### src/rtl/io_spi_master_endpoint_if.sv
// IO handshake bundle between the command controller (master) and an
// IO-domain endpoint (slave). One REQ/ACK pair carries both command
// accepts and responses.
interface io_spi_master_endpoint_if #(
    parameter int PORTBYTEWIDTH = 4
);
    localparam int W = PORTBYTEWIDTH * 8;

    logic         IOREQ;
    logic         IOACK;
    logic         IOCommandEn;
    logic         IOResponseRequested;
    logic         IOCommandResponse;
    logic         IOMemResponseFlag;
    logic         IORegResponseFlag;
    logic [3:0]   DestRegIn;
    logic [W-1:0] DataIn;
    logic [3:0]   DestRegOut;
    logic [W-1:0] DataOut;

    modport master (
        output IOREQ, IOCommandEn, IOResponseRequested, DestRegIn, DataIn,
        input  IOACK, IOCommandResponse, IOMemResponseFlag, IORegResponseFlag,
               DestRegOut, DataOut
    );

    modport slave (
        input  IOREQ, IOCommandEn, IOResponseRequested, DestRegIn, DataIn,
        output IOACK, IOCommandResponse, IOMemResponseFlag, IORegResponseFlag,
               DestRegOut, DataOut
    );
endinterface

### src/rtl/io_spi_master_endpoint.sv
// SPI master endpoint on the IO handshake. Each command shifts one byte
// out (mode 0, MSB first) while capturing one byte in, then returns the
// captured byte as a memory (store) or register (atomic load) response.
//
// state | meaning
// ------+--------------------------------------------------------------
// IDLE  | ready for a command; CS_n may still be low from a held transfer
// SETUP | CS_n asserted, MOSI = tx[7], one half-period before first edge
// SHIFT | eight SCLK periods, low half then high half per bit
// RESP  | response presented until the controller raises IOREQ
module io_spi_master_endpoint #(
    parameter int PORTBYTEWIDTH = 4,
    parameter int CLKDIV        = 4
) (
    input  logic                      clk,
    input  logic                      async_rst,
    io_spi_master_endpoint_if.slave   io,
    output logic                      SPI_SCLK,
    output logic                      SPI_MOSI,
    output logic                      SPI_CS_n,
    input  logic                      SPI_MISO
);
    localparam int W     = PORTBYTEWIDTH * 8;
    localparam int DIV_W = (CLKDIV > 1) ? $clog2(CLKDIV) : 1;
    localparam logic [DIV_W-1:0] DIV_LOAD = DIV_W'(CLKDIV - 1);

    typedef enum logic [1:0] {
        IDLE  = 2'd0,
        SETUP = 2'd1,
        SHIFT = 2'd2,
        RESP  = 2'd3
    } state_t;

    state_t           state_q, state_d;
    logic [DIV_W-1:0] div_q, div_d;
    logic [2:0]       bit_q, bit_d;
    logic             half_q, half_d;
    logic [7:0]       tx_q, tx_d;
    logic [7:0]       rx_q, rx_d;
    logic             hold_q, hold_d;
    logic             kind_q, kind_d;
    logic [3:0]       dest_q, dest_d;
    logic             sclk_q, sclk_d;
    logic             mosi_q, mosi_d;
    logic             cs_n_q, cs_n_d;
    logic [W-1:0]     data_out_q, data_out_d;
    logic [3:0]       dest_out_q, dest_out_d;

    logic ack, cmd_resp, mem_flag, reg_flag;

    // Bits above the hold flag carry nothing for this device.
    logic unused_data_in;
    assign unused_data_in = ^io.DataIn[W-1:9];

    // State and datapath registers; reset aborts any transfer outright.
    always_ff @(posedge clk or posedge async_rst) begin
        if (async_rst) begin
            state_q    <= IDLE;
            div_q      <= '0;
            bit_q      <= '0;
            half_q     <= 1'b0;
            tx_q       <= '0;
            rx_q       <= '0;
            hold_q     <= 1'b0;
            kind_q     <= 1'b0;
            dest_q     <= '0;
            sclk_q     <= 1'b0;
            mosi_q     <= 1'b0;
            cs_n_q     <= 1'b1;
            data_out_q <= '0;
            dest_out_q <= '0;
        end else begin
            state_q    <= state_d;
            div_q      <= div_d;
            bit_q      <= bit_d;
            half_q     <= half_d;
            tx_q       <= tx_d;
            rx_q       <= rx_d;
            hold_q     <= hold_d;
            kind_q     <= kind_d;
            dest_q     <= dest_d;
            sclk_q     <= sclk_d;
            mosi_q     <= mosi_d;
            cs_n_q     <= cs_n_d;
            data_out_q <= data_out_d;
            dest_out_q <= dest_out_d;
        end
    end

    // Next-state, SPI sequencing and handshake outputs.
    always_comb begin
        state_d    = state_q;
        div_d      = div_q;
        bit_d      = bit_q;
        half_d     = half_q;
        tx_d       = tx_q;
        rx_d       = rx_q;
        hold_d     = hold_q;
        kind_d     = kind_q;
        dest_d     = dest_q;
        sclk_d     = sclk_q;
        mosi_d     = mosi_q;
        cs_n_d     = cs_n_q;
        data_out_d = data_out_q;
        dest_out_d = dest_out_q;
        ack        = 1'b0;
        cmd_resp   = 1'b0;
        mem_flag   = 1'b0;
        reg_flag   = 1'b0;

        unique case (state_q)
            IDLE: begin
                ack      = 1'b1;
                cmd_resp = 1'b1;
                if (io.IOREQ && (io.IOCommandEn || io.IOResponseRequested)) begin
                    tx_d   = io.DataIn[7:0];
                    hold_d = io.DataIn[8];
                    dest_d = io.DestRegIn;
                    // Both command strobes at once is treated as an atomic load.
                    kind_d = io.IOResponseRequested;
                    mosi_d = io.DataIn[7];
                    rx_d   = '0;
                    div_d  = DIV_LOAD;
                    bit_d  = 3'd7;
                    half_d = 1'b0;
                    cs_n_d = 1'b0;
                    // With CS already held low the slave is selected; skip the setup gap.
                    state_d = cs_n_q ? SETUP : SHIFT;
                end
            end

            SETUP: begin
                if (div_q == '0) begin
                    div_d   = DIV_LOAD;
                    state_d = SHIFT;
                end else begin
                    div_d = div_q - 1'b1;
                end
            end

            SHIFT: begin
                if (div_q != '0) begin
                    div_d = div_q - 1'b1;
                end else begin
                    div_d = DIV_LOAD;
                    if (!half_q) begin
                        sclk_d = 1'b1;
                        rx_d   = {rx_q[6:0], SPI_MISO};
                        half_d = 1'b1;
                    end else begin
                        sclk_d = 1'b0;
                        half_d = 1'b0;
                        if (bit_q == 3'd0) begin
                            cs_n_d     = ~hold_q;
                            data_out_d = {{(W-8){1'b0}}, rx_q};
                            dest_out_d = dest_q;
                            state_d    = RESP;
                        end else begin
                            bit_d  = bit_q - 3'd1;
                            mosi_d = tx_q[bit_q - 3'd1];
                        end
                    end
                end
            end

            RESP: begin
                ack      = 1'b1;
                reg_flag = kind_q;
                mem_flag = ~kind_q;
                if (io.IOREQ) begin
                    state_d = IDLE;
                end
            end

            default: state_d = IDLE;
        endcase
    end

    assign io.IOACK             = ack & ~async_rst;
    assign io.IOCommandResponse = cmd_resp & ~async_rst;
    assign io.IOMemResponseFlag = mem_flag & ~async_rst;
    assign io.IORegResponseFlag = reg_flag & ~async_rst;
    assign io.DataOut           = data_out_q;
    assign io.DestRegOut        = dest_out_q;
    assign SPI_SCLK             = sclk_q;
    assign SPI_MOSI             = mosi_q;
    assign SPI_CS_n             = cs_n_q;
endmodule

### src/flat_wrapper.sv
// flat-port wrapper written by rule: the top's interface ports become plain ports
module io_spi_master_endpoint_flat 
#(
    parameter int PORTBYTEWIDTH = 4,
    parameter int CLKDIV        = 4
)
  (clk, async_rst, SPI_SCLK, SPI_MOSI, SPI_CS_n, SPI_MISO, io_IOREQ, io_IOCommandEn, io_IOResponseRequested, io_DestRegIn, io_DataIn, io_IOACK, io_IOCommandResponse, io_IOMemResponseFlag, io_IORegResponseFlag, io_DestRegOut, io_DataOut);
  io_spi_master_endpoint_if #(.PORTBYTEWIDTH(PORTBYTEWIDTH)) io_i ();
  input  logic clk;
  input  logic async_rst;
  output logic SPI_SCLK;
  output logic SPI_MOSI;
  output logic SPI_CS_n;
  input  logic SPI_MISO;
  input wire logic [$bits(io_i.IOREQ)-1:0] io_IOREQ;
  input wire logic [$bits(io_i.IOCommandEn)-1:0] io_IOCommandEn;
  input wire logic [$bits(io_i.IOResponseRequested)-1:0] io_IOResponseRequested;
  input wire logic [$bits(io_i.DestRegIn)-1:0] io_DestRegIn;
  input wire logic [$bits(io_i.DataIn)-1:0] io_DataIn;
  output wire logic [$bits(io_i.IOACK)-1:0] io_IOACK;
  output wire logic [$bits(io_i.IOCommandResponse)-1:0] io_IOCommandResponse;
  output wire logic [$bits(io_i.IOMemResponseFlag)-1:0] io_IOMemResponseFlag;
  output wire logic [$bits(io_i.IORegResponseFlag)-1:0] io_IORegResponseFlag;
  output wire logic [$bits(io_i.DestRegOut)-1:0] io_DestRegOut;
  output wire logic [$bits(io_i.DataOut)-1:0] io_DataOut;
  assign io_i.IOREQ = io_IOREQ;
  assign io_i.IOCommandEn = io_IOCommandEn;
  assign io_i.IOResponseRequested = io_IOResponseRequested;
  assign io_i.DestRegIn = io_DestRegIn;
  assign io_i.DataIn = io_DataIn;
  assign io_IOACK = io_i.IOACK;
  assign io_IOCommandResponse = io_i.IOCommandResponse;
  assign io_IOMemResponseFlag = io_i.IOMemResponseFlag;
  assign io_IORegResponseFlag = io_i.IORegResponseFlag;
  assign io_DestRegOut = io_i.DestRegOut;
  assign io_DataOut = io_i.DataOut;
  io_spi_master_endpoint #(.PORTBYTEWIDTH(PORTBYTEWIDTH), .CLKDIV(CLKDIV)) u_core (.clk(clk), .async_rst(async_rst), .io(io_i), .SPI_SCLK(SPI_SCLK), .SPI_MOSI(SPI_MOSI), .SPI_CS_n(SPI_CS_n), .SPI_MISO(SPI_MISO));
endmodule
### config.mk
export PLATFORM = sky130hd
export DESIGN_NAME = io_spi_master_endpoint_flat
export DESIGN_NICKNAME = d
export VERILOG_FILES = /design/src/rtl/io_spi_master_endpoint_if.sv /design/src/rtl/io_spi_master_endpoint.sv /design/src/flat_wrapper.sv
export SDC_FILE = /design/constraint.sdc
export NUM_CORES = 1
export LEC_CHECK = 0
export BUFFER_PORTS_ARGS = -buffer_cell sky130_fd_sc_hd__buf_2
export CORE_MARGIN = 2
export CORE_UTILIZATION = 25
export CTS_BUF_LIST = sky130_fd_sc_hd__clkbuf_2 sky130_fd_sc_hd__clkbuf_4 sky130_fd_sc_hd__clkbuf_8
export CTS_CLUSTER_DIAMETER = 60
export CTS_CLUSTER_SIZE = 25
export DETAILED_ROUTE_END_ITERATION = 6
export GPL_TIMING_DRIVEN = 0
export PLACE_DENSITY_LB_ADDON = 0.12
export SETUP_SLACK_MARGIN = 0.05
export SLEW_MARGIN = 20
export SYNTH_ARGS = -nofsm -noshare
export SYNTH_HDL_FRONTEND = slang
export SYNTH_SLANG_ARGS = --single-unit
export TNS_END_PERCENT = 100
### constraint.sdc
create_clock -name clk -period 3.22 [get_ports clk]
set_clock_uncertainty 0.15 [all_clocks]
set_input_delay 0.483 -clock clk [delete_from_list [all_inputs] [get_ports clk]]
set_output_delay 0.483 -clock clk [all_outputs]
set_load 0.03 [all_outputs]
Word-level counts from Yosys, hierarchy flattened
Cells that the tools add are included.

Output and inout port bits: 43. Register bits after elaboration: 45. Input bits: 42.

$add $sub $neg: 2. Reduce and logical (&&, ||, !) cells: 18. Eq/ne operators: 11. Bitwise gates (word level): 8. Mux-type cells: 40. $lt $le $gt $ge: 1.

Operator list (count): $mux 8 (3); $mux 2 (10); $pmux 8 s2 (1); $mux 1 (15); $mux 3 (4); $reduce_and 5->1 (2); $ne 2x1->1 const B (4); $ne 2x2->1 const B (4); $pmux 2 s4 (1); $reduce_and 4->1 (2); $pmux 1 s2 (3); $pmux 2 s3 (1); $pmux 3 s2 (1); $reduce_and 2->1 (3); $reduce_and 6->1 (1); $and 1x1->1 (4); $eq 2x2->1 const B (2); $logic_not 2->1 (2); $lt 3x4->1 const B (1); $not 1->1 (4); $reduce_bool 2->1 (2); $bmux 1 s3 (1); $logic_not 3->1 (1); $reduce_and 3->1 (1); 7 further kinds (7).

Longest topological paths before layout
Depth after elaboration: 7. Gate-level depth with buffers: 8.

Worst setup path before layout
Ideal clock, no wire load.

Path kind: input to output. From: input port async_rst. To: output port io_IORegResponseFlag. Arrival: 1.921 ns. Required time: 2.587 ns. Cell stages on the path: 2. Slack: 0.666 ns. Cell sequence: inv_1 > and3_1.

Cells in the longest elaborated chain, start to end: 2.

RTL lines: start: declaration (RTL line flat_wrapper.sv:10) `input logic async_rst;`; $not 1->1 (RTL line io_spi_master_endpoint.sv:182) `assign io.IORegResponseFlag = reg_flag & ~async_rst;`; $and 1x1->1 (RTL line io_spi_master_endpoint.sv:182); end: declaration (RTL line flat_wrapper.sv:23) `output wire logic [$bits(io_i.IORegResponseFlag)-1:0] io_IORegResponseFlag;`.

No other way between the ends.

Worst setup path in the final report
From: register u_core.state_q[0]. To: output port io_IOCommandResponse.

Cells in the longest elaborated chain, start to end: 3.

RTL lines: start: declaration (RTL line io_spi_master_endpoint.sv:34) `state_t state_q, state_d;`; start signal: assignment (RTL line io_spi_master_endpoint.sv:73) `state_q <= state_d;`; $logic_not 2->1 (RTL line io_spi_master_endpoint.sv:111) `unique case (state_q)`; $mux 1 (RTL line io_spi_master_endpoint.sv:111); $and 1x1->1 (RTL line io_spi_master_endpoint.sv:180) `assign io.IOCommandResponse = cmd_resp & ~async_rst;`; end: declaration (RTL line flat_wrapper.sv:21) `output wire logic [$bits(io_i.IOCommandResponse)-1:0] io_IOCommandResponse;`.

No other way between the ends.

==> impl_metrics.yaml <==
cells_and_area:
  finish.utilization: 0.314
  fin_area_mm2: 0.00288
  layoutNonFillerInstCount: 385
  num-nets-final: 325
  drive_gt1_frac: 0.412
  antenna_cells: 0
  area_growth_pct: 23.4
synth:
  yosysTopAreaCell: "dfrtp_1"
  synth-main-ff-cell: "dfrtp_1"
  synthTopCellsByCount: "dfrtp_1, mux2_2, buf_4"
  synth_seq_cells: 45
  synth_cells: 205
  synth_top_area_frac: 0.472
  syn_area_per_cell_um2: 11.4
  ys_types: 37
  synth_edf_count: 0
  synth_area_mm2: 0.00233
  async_flop_share: 1.00
  synth.area.top_cells: "dfrtp_1, mux2_2, buf_4, ha_1, nand2_1"
  yosysMostFrequentCell: "dfrtp_1"
  yosys_warnings: 0
  seq_area_frac_synth: 0.483
cts:
  cts_setup_buffers: 0
  root_buffer: "clkbuf_8"
  cts_made_buffers: 5
  clkSinkCount: 45
  insertion_delay_ns: 0.30
  cts_resized: 0
  cts_tree: "built"
  clk_pin_slew_ns: 0.09
  htree_num_levels: 2
  hold_buffers: 0
  clockBufferDepth: 2
drt:
  via_count: 1566
  drtIter0Drc: 36
  wl_um: 4590
  ant_nets: 0
  drc: 0
  wl_per_cell_um: 11.9
  drt_pass1_iterations: 6
  vias_per_cell: 4.07
placed_design:
  dpl.hpwl_um: 3370
  dpl.cell_count: 377
  place_area_mm2: 0.00276
  gp_congestion: 0.718
  port-buffer-count: 37
floorplanning:
  die_x_um: 101
  die_y_um: 101
  core_area_mm2: 0.00915
  io_pins: 85
  rows: 35
  dieArea_mm2: 0.0101
  start_util: 0.255
timing:
  period_needed_ns: 2.20
  holdWs_ns: 0.00951
  max_clock_freq_mhz: 454
  period_share: 0.684
  setup_tns_ns: 0
  grt_setup_unrepaired: "false"
  setup_viol: 0
  drv_slew: 0
  finalHoldViolCount: 0
worst_setup_path:
  r2r_end: "u_core.SPI_MOSI$_DFFE_PP0P_"
  cp.required_ns: 2.59
  cp-start-kind: "flop"
  r2r_start: "u_core.bit_q[0]$_DFFE_PP0P_"
  r2r_slack_ns: 1.17
  crit_fanout: 10
  cp_data_arrival_time_ns: 1.57
  worstSetupPathType: "flop to output port"
  critPathLaunch: "u_core.state_q[0]$_DFFE_PP0P_"
  worst_r2r_path_depth: 6
  worst_setup_path_end_kind: "output port"
global_route:
  grt_max_degree: 33
  grt-ovfl-total: 0
  met3_usage: 0.0250
  grt_first_pass_wirelength_um: 7870
  grt-busiest-layer: "met2"
  antenna_found_initial: 0
  grt_util_met1: 0.143
  gr-usage-met2: 0.149
  grt_usage: 0.100
  grt_pass1_vias: 1469
hold_path:
  hold_class: "input port to asynchronous set/reset pin"
pwr:
  peakVddDrop_uv: 266
  power_density_mw_per_mm2: 810
  p_leak_nw: 1.48
run_status:
  status: "finished, final reports clean"
run:
  cap_violations: 0
## through the flow
stage / worst slack, ns / power [W]
after floorplan: 0.666 / 0.00167
after global placement: -0.0167 / 0.00190
after detailed placement: 1.01 / 0.00191
after CTS: 0.993 / 0.00238
after global routing: 0.890 / 0.00257
final: 1.02 / 0.00233
## power by group
group / leakage, nW / switching, W / internal, W
clock network: 0.0588 / 0.000205 / 0.000242
registers: 0.563 / 0.000113 / 0.000754
logic: 0.855 / 0.000572 / 0.000445
total: 1.48 / 0.000890 / 0.00144
## layout make-up
type / instances / area (um^2)
Tap cell: 111 / 139
Buffer: 31 / 219
Multi-Input combinational cell: 143 / 1040
Timing Repair Buffer: 38 / 205
Sequential cell: 45 / 1130
Clock inverter: 2 / 38.8
Fill cell: 961 / 6270
Inverter: 9 / 33.8
Clock buffer: 6 / 76.3
## cells by family after synthesis
kind of cell	share of synthesized area
other	0.00161
AO/OA/AOI/OAI	0.0993
buffers and inverters	0.108
AND/OR/NAND/NOR	0.0874
multiplexers	0.166
adder cells (fa/ha/maj)	0.0536
flip-flops	0.483
## sequential cells by signal (all words and copies together), names as in the netlist
name,flops
u_core.io.DataOut,8
u_core.rx_q,8
u_core.tx_q,8
u_core.dest_q,4
u_core.io.DestRegOut,4
u_core.bit_q,3
u_core.div_q,2
u_core.state_q,2
u_core.SPI_CS_n,1
u_core.SPI_MOSI,1
u_core.SPI_SCLK,1
u_core.half_q,1
u_core.hold_q,1
u_core.kind_q,1
## critical path, stage by stage, from the launching register on
cell	delay (ns)
dfrtp_1	0.42
inv_1	0.16
ha_1	0.17
buf_4	0.18
nor2b_1	0.14
buf_2	0.20
## worst max path at each step
stage,end,cells past startpoint
after floorplan,io_IORegResponseFlag,2
after global placement,io_IORegResponseFlag,4
after detailed placement,io_IORegResponseFlag,5
after CTS,io_IOCommandResponse,5
after global routing,io_IOCommandResponse,5
final,io_IOCommandResponse,5
## cell usage in the layout (no fill, tap or decap), types with 4 or more instances in the layout
cell type  instances
dfrtp_1           44
buf_2             41
mux2_2            28
buf_4             26
conb_1            24
nand2_1           21
o21ai_0           11
ha_1              10
inv_1              8
nor2_1             6
a31oi_1            5
mux2i_1            5
clkbuf_8           5
a21oi_1            4
## layer usage
layer / wire (um) / share of wire
met4: 54 / 0.012
met5: 0 / 0
met1: 2270 / 0.49
met2: 2060 / 0.45
met3: 201 / 0.044
(Power assumes the default switching activity.)
